--- src/rtl/i2c_arbiter_pkg.sv ---
// Shared definitions for the i2c core, its clients and the bus arbiter:
// instruction encodings and arbiter state encodings.
package i2c_arbiter_pkg;

  typedef enum logic [1:0] {
    I2C_START = 2'b00,
    I2C_STOP  = 2'b01,
    I2C_READ  = 2'b10,
    I2C_WRITE = 2'b11
  } i2cInstr_t;

  typedef enum logic [1:0] {
    ARB_IDLE    = 2'd0,
    ARB_GRANTED = 2'd1,
    ARB_RELEASE = 2'd2
  } arbState_t;

  localparam int MIN_CLIENTS = 2;
  localparam int MAX_CLIENTS = 4;

endpackage

--- src/rtl/i2c_arbiter_if.sv ---
// Bundle of the client-side and core-side i2c byte interfaces around the arbiter.
// slave is the arbiter's view; master is the view of the clients plus the i2c core.
interface i2c_arbiter_if #(
  parameter int NUM_CLIENTS = 2
);
  logic [NUM_CLIENTS-1:0]   clientRequest;
  logic [NUM_CLIENTS-1:0]   clientGrant;
  logic [2*NUM_CLIENTS-1:0] clientInstruction;
  logic [NUM_CLIENTS-1:0]   clientEnable;
  logic [8*NUM_CLIENTS-1:0] clientByteToSend;
  logic [7:0]               clientByteReceived;
  logic [NUM_CLIENTS-1:0]   clientComplete;

  logic [1:0]               i2cInstruction;
  logic                     i2cEnable;
  logic [7:0]               i2cByteToSend;
  logic [7:0]               i2cByteReceived;
  logic                     i2cComplete;

  modport slave (
    input  clientRequest, clientInstruction, clientEnable, clientByteToSend,
           i2cByteReceived, i2cComplete,
    output clientGrant, clientByteReceived, clientComplete,
           i2cInstruction, i2cEnable, i2cByteToSend
  );

  modport master (
    output clientRequest, clientInstruction, clientEnable, clientByteToSend,
           i2cByteReceived, i2cComplete,
    input  clientGrant, clientByteReceived, clientComplete,
           i2cInstruction, i2cEnable, i2cByteToSend
  );
endinterface

--- src/rtl/i2c_arbiter_rr_pick.sv ---
// Combinational round-robin picker: first set request bit after lastServed,
// wrapping modulo NUM_CLIENTS.
module rr_pick #(
  parameter int NUM_CLIENTS = 2,
  parameter int IDX_W       = 1
) (
  input  logic [NUM_CLIENTS-1:0] request,
  input  logic [IDX_W-1:0]       lastServed,
  output logic [IDX_W-1:0]       winner,
  output logic                   valid
);

  logic [IDX_W-1:0] candidate;

  // Scan from the farthest position back to the nearest so the nearest hit wins.
  always_comb begin
    winner    = '0;
    valid     = 1'b0;
    candidate = '0;
    for (int k = NUM_CLIENTS; k >= 1; k--) begin
      candidate = IDX_W'((int'(lastServed) + k) % NUM_CLIENTS);
      if (request[candidate]) begin
        winner = candidate;
        valid  = 1'b1;
      end
    end
  end

endmodule

--- src/rtl/i2c_arbiter.sv ---
// Round-robin, transaction-granular arbiter sharing one i2c byte core among
// NUM_CLIENTS masters. A client owns the bus from its grant until it drops
// request, enable and the core's complete has closed.
//
//   state       | meaning
//   ------------+------------------------------------------------------
//   ARB_IDLE    | no owner; grant the next requester on the coming edge
//   ARB_GRANTED | owner's instruction/enable/byte routed to the i2c core
//   ARB_RELEASE | one mandatory dead cycle, no grant, core enable forced 0
module i2c_arbiter
  import i2c_arbiter_pkg::*;
#(
  parameter int NUM_CLIENTS = 2,
  parameter int IDX_W       = 1
) (
  input  logic             clk,
  input  logic             reset,
  i2c_arbiter_if.slave     bus,
  output logic             busBusy,
  output logic [IDX_W-1:0] owner
);

  arbState_t              state, stateNext;
  logic [NUM_CLIENTS-1:0] grantReg, grantNext;
  logic [IDX_W-1:0]       ownerNext;
  logic [IDX_W-1:0]       lastServed, lastServedNext;
  logic [IDX_W-1:0]       pickWinner;
  logic                   pickValid;
  logic                   ownerDone;

  rr_pick #(
    .NUM_CLIENTS(NUM_CLIENTS),
    .IDX_W      (IDX_W)
  ) u_rr_pick (
    .request   (bus.clientRequest),
    .lastServed(lastServed),
    .winner    (pickWinner),
    .valid     (pickValid)
  );

  // Release only once the owner's handshake with the core has fully closed.
  assign ownerDone = !bus.clientRequest[owner] && !bus.clientEnable[owner] && !bus.i2cComplete;

  always_ff @(posedge clk or posedge reset) begin
    if (reset) begin
      state      <= ARB_IDLE;
      grantReg   <= '0;
      owner      <= '0;
      lastServed <= IDX_W'(NUM_CLIENTS - 1);
    end else begin
      state      <= stateNext;
      grantReg   <= grantNext;
      owner      <= ownerNext;
      lastServed <= lastServedNext;
    end
  end

  always_comb begin
    stateNext      = state;
    grantNext      = grantReg;
    ownerNext      = owner;
    lastServedNext = lastServed;
    unique case (state)
      ARB_IDLE: begin
        grantNext = '0;
        if (pickValid) begin
          stateNext      = ARB_GRANTED;
          ownerNext      = pickWinner;
          lastServedNext = pickWinner;
          grantNext      = {{(NUM_CLIENTS-1){1'b0}}, 1'b1} << pickWinner;
        end
      end
      ARB_GRANTED: begin
        if (ownerDone) begin
          stateNext = ARB_RELEASE;
          grantNext = '0;
        end
      end
      ARB_RELEASE: begin
        stateNext = ARB_IDLE;
        grantNext = '0;
      end
      default: begin
        stateNext = ARB_IDLE;
        grantNext = '0;
      end
    endcase
  end

  always_comb begin
    bus.i2cInstruction = '0;
    bus.i2cEnable      = 1'b0;
    bus.i2cByteToSend  = '0;
    bus.clientComplete = '0;
    if (state == ARB_GRANTED) begin
      bus.i2cInstruction         = bus.clientInstruction[owner*2 +: 2];
      bus.i2cEnable              = bus.clientEnable[owner];
      bus.i2cByteToSend          = bus.clientByteToSend[owner*8 +: 8];
      bus.clientComplete[owner]  = bus.i2cComplete;
    end
  end

  assign bus.clientGrant        = grantReg;
  assign bus.clientByteReceived = bus.i2cByteReceived;
  assign busBusy                = (state != ARB_IDLE);

endmodule

--- src/flat_wrapper.sv ---
// flat-port wrapper written by rule: the top's interface ports become plain ports
module i2c_arbiter_flat import i2c_arbiter_pkg::*;
#(
  parameter int NUM_CLIENTS = 2,
  parameter int IDX_W       = 1
)
  (clk, reset, busBusy, owner, bus_clientRequest, bus_clientInstruction, bus_clientEnable, bus_clientByteToSend, bus_i2cByteReceived, bus_i2cComplete, bus_clientGrant, bus_clientByteReceived, bus_clientComplete, bus_i2cInstruction, bus_i2cEnable, bus_i2cByteToSend);
  i2c_arbiter_if #(.NUM_CLIENTS(NUM_CLIENTS)) bus_i ();
  input  logic clk;
  input  logic reset;
  output logic busBusy;
  output logic [IDX_W-1:0] owner;
  input wire logic [$bits(bus_i.clientRequest)-1:0] bus_clientRequest;
  input wire logic [$bits(bus_i.clientInstruction)-1:0] bus_clientInstruction;
  input wire logic [$bits(bus_i.clientEnable)-1:0] bus_clientEnable;
  input wire logic [$bits(bus_i.clientByteToSend)-1:0] bus_clientByteToSend;
  input wire logic [$bits(bus_i.i2cByteReceived)-1:0] bus_i2cByteReceived;
  input wire logic [$bits(bus_i.i2cComplete)-1:0] bus_i2cComplete;
  output wire logic [$bits(bus_i.clientGrant)-1:0] bus_clientGrant;
  output wire logic [$bits(bus_i.clientByteReceived)-1:0] bus_clientByteReceived;
  output wire logic [$bits(bus_i.clientComplete)-1:0] bus_clientComplete;
  output wire logic [$bits(bus_i.i2cInstruction)-1:0] bus_i2cInstruction;
  output wire logic [$bits(bus_i.i2cEnable)-1:0] bus_i2cEnable;
  output wire logic [$bits(bus_i.i2cByteToSend)-1:0] bus_i2cByteToSend;
  assign bus_i.clientRequest = bus_clientRequest;
  assign bus_i.clientInstruction = bus_clientInstruction;
  assign bus_i.clientEnable = bus_clientEnable;
  assign bus_i.clientByteToSend = bus_clientByteToSend;
  assign bus_i.i2cByteReceived = bus_i2cByteReceived;
  assign bus_i.i2cComplete = bus_i2cComplete;
  assign bus_clientGrant = bus_i.clientGrant;
  assign bus_clientByteReceived = bus_i.clientByteReceived;
  assign bus_clientComplete = bus_i.clientComplete;
  assign bus_i2cInstruction = bus_i.i2cInstruction;
  assign bus_i2cEnable = bus_i.i2cEnable;
  assign bus_i2cByteToSend = bus_i.i2cByteToSend;
  i2c_arbiter #(.NUM_CLIENTS(NUM_CLIENTS), .IDX_W(IDX_W)) u_core (.clk(clk), .reset(reset), .bus(bus_i), .busBusy(busBusy), .owner(owner));
endmodule
--- config.mk ---
export PLATFORM = sky130hd
export DESIGN_NAME = i2c_arbiter_flat
export DESIGN_NICKNAME = d
export VERILOG_FILES = /design/src/rtl/i2c_arbiter_pkg.sv /design/src/rtl/i2c_arbiter_if.sv /design/src/rtl/i2c_arbiter_rr_pick.sv /design/src/rtl/i2c_arbiter.sv /design/src/flat_wrapper.sv
export SDC_FILE = /design/constraint.sdc
export NUM_CORES = 1
export LEC_CHECK = 0
export ABC_AREA = 1
export ABC_CLOCK_PERIOD_IN_PS = 1100
export BUFFER_PORTS_ARGS = -buffer_cell sky130_fd_sc_hd__buf_2
export CAP_MARGIN = 20
export CORE_MARGIN = 3
export CORE_UTILIZATION = 29
export CTS_CLUSTER_DIAMETER = 120
export CTS_CLUSTER_SIZE = 24
export DETAILED_ROUTE_END_ITERATION = 10
export GPL_ROUTABILITY_DRIVEN = 1
export PLACE_DENSITY = 0.84
export SLEW_MARGIN = 25
export SYNTH_ARGS = -nofsm -noshare
export SYNTH_HDL_FRONTEND = slang
export SYNTH_HIERARCHICAL = 1
export SYNTH_SLANG_ARGS = --single-unit
export TNS_END_PERCENT = 1
--- constraint.sdc ---
create_clock -name clk -period 1.1 [get_ports clk]
set_clock_uncertainty 0.15 [all_clocks]
set_input_delay 0.11 -clock clk [delete_from_list [all_inputs] [get_ports clk]]
set_output_delay 0.11 -clock clk [all_outputs]
set_load 0.01 [all_outputs]
Yosys cells after proc, flatten, opt, wreduce, memory -nomap -nowiden

Cells that the tools add are included.
W data, S select, Z words.

Shift-type cells: 3
$add $sub $neg: 2
Multiplexer cells: 24
Reduce and logical (&&, ||, !) cells: 10
Bitwise logic cells: 1
Equal/unequal tests: 3
Magnitude comparators: 4

Operators with widths:

| operator              | count |
|---|---|
| $shiftx A16 B5 Y8     | 1 |
| $mux W1               | 14 |
| $mux W2               | 6 |
| $mux W8               | 1 |
| $pmux W2 S2           | 2 |
| $lt A1 B2 Y1 const B  | 3 |
| $ne A2 B1 Y1 const B  | 2 |
| $reduce_and A2 Y1     | 2 |
| $shiftx A4 B3 Y2      | 1 |
| $logic_and A1 B1 Y1   | 3 |
| $logic_not A1 Y1      | 3 |
| $add A1 B1 Y1 const B | 2 |
| $and A2 B2 Y2         | 1 |
| $eq A2 B1 Y1 const B  | 1 |
| $logic_not A2 Y1      | 1 |
| $reduce_bool A2 Y1    | 1 |
| $shl A1 B1 Y2 const A | 1 |
| $demux W1 S1          | 1 |
| $ge A1 B1 Y1 const B  | 1 |

Input bits: 35
Output and inout bits: 25
Flip-flop bits (word level): 6

Longest topological paths before layout

Depth in word-level cells: 8
Depth in mapped cells: 6
Depth with buffers taken out: 6

Modules after synthesis

Netlist, hierarchy kept.

By module, submodules not included:

| module      | instances | sequential area each (µm²) | area an instance (µm²) | cells an instance |
|---|---|---|---|---|
| i2c_arbiter | 1         | 151.4                      | 519.2                  | 81 |
| rr_pick     | 1         | 0.0                        | 15.0                   | 3 |

Least setup slack after synthesis

OpenSTA, ideal clock, no wires.

Kind: flip-flop to output port
Start: register u_core.owner
End: output port bus_clientComplete[0]
Data required time: 840 ps
Setup slack: -103 ps
Buffers on the path: 1
Cell stages (with the launch flop): 3
Arrival: 943 ps
Path through: dfrtp_1 buf_4 nor3_1

Word-level cells in the longest chain between the ends: 6

Ends and longest elaborated chain:

| element                                                                   | RTL line           | RTL |
|---|---|---|
| start: declaration                                                        | i2c_arbiter.sv:20  | `output logic [IDX_W-1:0] owner` |
| start signal: assignment                                                  | i2c_arbiter.sv:53  | `owner <= ownerNext;` |
| $lt A1 B2 Y1 (implied by the code) / $ge A1 B1 Y1 (equally long branches) | i2c_arbiter.sv:99  | `bus.clientComplete[owner] = bus.i2cComplete;` |
| $logic_and A1 B1 Y1 (implied by the code)                                 | i2c_arbiter.sv:99  |  |
| $mux W1 (implied by the code)                                             | i2c_arbiter.sv:99  |  |
| $demux W1 S1 (*)                                                          | --                 |  |
| $and A2 B2 Y2 (no line) (*)                                               | --                 |  |
| $mux W2 (*)                                                               | i2c_arbiter.sv:95  | `if (state == ARB_GRANTED) begin` |
| end: declaration                                                          | flat_wrapper.sv:21 | `output wire logic [$bits(bus_i.clientComplete)-1:0] bus_clientComplete;` |

Mark *: on every way between the ends. The rest lies on a longest branch, timed or not.

Worst setup path after layout

Start: register u_core.owner
End: output port bus_i2cByteToSend[4]

Word-level cells in the longest chain between the ends: 2

Ends and longest elaborated chain:

| element           | RTL line           | RTL |
|---|---|---|
| $shiftx A16 B5 Y8 | i2c_arbiter.sv:98  | `bus.i2cByteToSend = bus.clientByteToSend[owner*8 +: 8];` |
| $mux W8           | i2c_arbiter.sv:95  |  |
| end: declaration  | flat_wrapper.sv:24 | `output wire logic [$bits(bus_i.i2cByteToSend)-1:0] bus_i2cByteToSend;` |

Every way passes these cells.

==> impl_metrics.toml <==
[status]
status = "finished with violations"
violations = "setup timing"

[power_and_ir_drop]
powerDensity_mw_per_mm2 = 2630
irDropWorstVdd_mv = 1.55
sequentialPowerShare_pct = 17.3
p_switching_mw = 1.09
internal-power_mw = 1.31
switching_share_pct = 45.4
clkPwrFrac_pct = 9.2
p_comb_share_pct = 73.5
p_leak_nw = 0.521

[worst_setup_path]
regToRegSetupSlack_ns = -0.23
timing.rr.start = "u_core/owner"
cp.arrival_ns = 1.15
cp-start-kind = "flip-flop"
ff2ff_path_depth = 6
timing.rr.end = "u_core/bus.clientGrant[0]"
crit_fanout = 10
cp_slowest_cell = "dfrtp_2"
cp_slowest_stage_delay_ns = 0.42
crit_start = "u_core/owner"
path_depth = 4
setup.worst_path.class = "flip-flop to output port"
worst-path-buf-inv = 2
worstPathCellList = "buf_6, nand2_1, a21oi_2, buf_2"
cp_top_family = "flip-flops"
crit_path_end_kind = "output port"
endpoint = "bus_i2cByteToSend[4]"
required_ns = 0.84

[synth]
syn_inst = 84
syn_nets = 119
ys.warnings.count = 6
seq_area_frac_synth_pct = 28.3
synth_area_leader_cell = "dfrtp_1"
synth_top_area_share_pct = 23.4
synth_area_um2 = 534
synth_seq_cells = 6
synthTopCellsByArea = "dfrtp_1, nand2_1, buf_4"
synth.distinct_cells = 19
synth_area_per_cell_um2 = 6.36

[cts]
cts_inserted_buffers = 3
clk_latency_ns = 0.25
cts_tree = "done"
cts_root_buf = "clkbuf_4"
numClockSinks = 6
h-tree-depth = 1
cts.path.max_buffers = 2
clk_pin_slew_ns = 0.04

[floorplan]
num_rows = 14
start_util_pct = 33.2
core_area_mm2 = 0.00161
dieWidth_um = 48.9
io_pins = 60
dieArea_mm2 = 0.00239
die_h_um = 48.9

[routing]
drtIter0Drc = 11
drcViolationCount = 0
wl_per_cell_um = 11.1
vias_per_cell = 4.34
wl_um = 1720
postRouteAntennaNets = 0
first_pass_iters = 4
vias = 673

[timing]
period_share_pct = 128
hold_viol_final = 0
setup_ws_ns = -0.309
tightestPinTransition_ns = 0.224
timing.fmax_mhz = 710
slew_headroom_pct = 85.1
fin_tns_setup_ns = -5.08
setup_viol = 21
grt_setup_unrepaired = "true"
fin_hold_ws_ns = 0.0406
slew_violations = 0
fin_crit_ns = 1.41

[worst_hold_path]
worstHoldPathType = "input port to flip-flop"
hold_depth = 4
hp-start = "bus_i2cComplete"

[final_layout]
multi_input_area_um2 = 315
fill_cells = 152
syn2layout_area_growth_pct = 70.5
drive_above_1_share_pct = 61.1
num_antenna_cells = 0
finalInstanceArea_um2 = 911
seq_area_um2 = 153
nets = 167

[global_routing]
antenna_found_initial = 0
track_usage_pct = 15.2
grt_pass1_vias = 683
grt_start_max_net_pins = 15
overflow = 0
grt_pass1_wl_um = 2860

[placed_design]
gp_congestion = 0.838
dpl.hpwl_um = 1380
dpl-instance-area_um2 = 795
io_buffers = 43

[flow_run]
maxCapViolCount = 0
-- how the worst min path moves through the flow --
stage	endpoint	slack, ns
floorplan	u_core/bus.clientGrant[0]	-0.25
global route	u_core/state[1]	0.05
CTS	u_core/state[1]	0.02
global placement	u_core/state[0]	-0.12
detailed placement	u_core/state[0]	-0.12
finish	u_core/state[1]	0.04
-- cell families after synthesis --
group,Yosys count,share of synthesized area (%)
flops,6,28.3
compound gates,13,12.2
simple gates,43,36.1
buf+inv,22,23.4
-- per-stage QoR --
step / instances / util, % / total power [mW] / setup slack, ns
2_1_floorplan: 84 / - / 1.34 / -0.0313
3_3_place_gp: 146 / 49.3 / 1.82 / -0.119
3_5_place_dp: 146 / 49.3 / 1.88 / -0.212
4_1_cts: 155 / 56.5 / 2.42 / -0.327
5_1_grt: 155 / 56.5 / 2.58 / -0.379
6_report: 155 / 56.5 / 2.39 / -0.309
-- cells in the mapped netlist, drive strengths merged --
master,n
a21oi,12
buf,11
dfrtp,5
dfstp,1
inv,11
nand2,33
nand3,3
nor2,3
nor3,2
o21ai,1
or2,2
-- timing repair --
item / in CTS / in global routing
pin swaps: 2 / 0
hold buffers: 1 / 0
resized for setup: 10 / 0
setup buffers: 3 / 0
cloned: 1 / 0
hold endpoints to repair: 6 / 0
endpoints found under the setup margin: 20 / 21
-- layer usage --
layer	part of all wire (%)	wire length [µm]	global-route usage [%]	vias up
li1	-	-	-	343
met1	39	670	17.2	301
met2	53	904	24.9	27
met3	7.3	126	6.73	2
met4	1.0	18	5.69	0
met5	0	0	0	-
-- final cells by class --
type                    instances  share of cell area [%]
repair buffers                 54                    37.4
well taps                      24                    3.30
flip-flops and latches          6                    16.8
clock buffers                   4                    2.88
inverters                      11                    5.08
multi-input cells              56                    34.6
-- placed cells by master (no fill, tap or decap), drive strengths merged --
cell type	n
buf	53
nand2	33
a21oi	12
inv	11
dfrtp	5
clkbuf	4
nand3	3
nor2	3
nor3	2
or2	2
dlygate4sd3	1
o21ai	1
dfstp	1
-- sequential cells by signal, indices dropped and copies added (netlist names) --
name                    count
u_core/owner                1
u_core/state                2
u_core/bus.clientGrant      2
u_core/lastServed           1
-- worst register-to-register path, cell delays in order (launching register included) --
cell and delay [ns]:
dfrtp_2 0.44, buf_6 0.14, buf_4 0.13, a21oi_2 0.12
nand3_2 0.11, nand3_1 0.08, nand2_1 0.06
-- power groups by stage --
stage / Sequential, mW / Combinational, mW / Clock (mW)
floorplan: 0.412 / 0.927 / 0
global route: 0.426 / 1.90 / 0.248
detailed placement: 0.389 / 1.49 / 0
finish: 0.414 / 1.76 / 0.221
global placement: 0.382 / 1.43 / 0
CTS: 0.415 / 1.77 / 0.235
No activity file was read; power rests on OpenSTA's default activity.
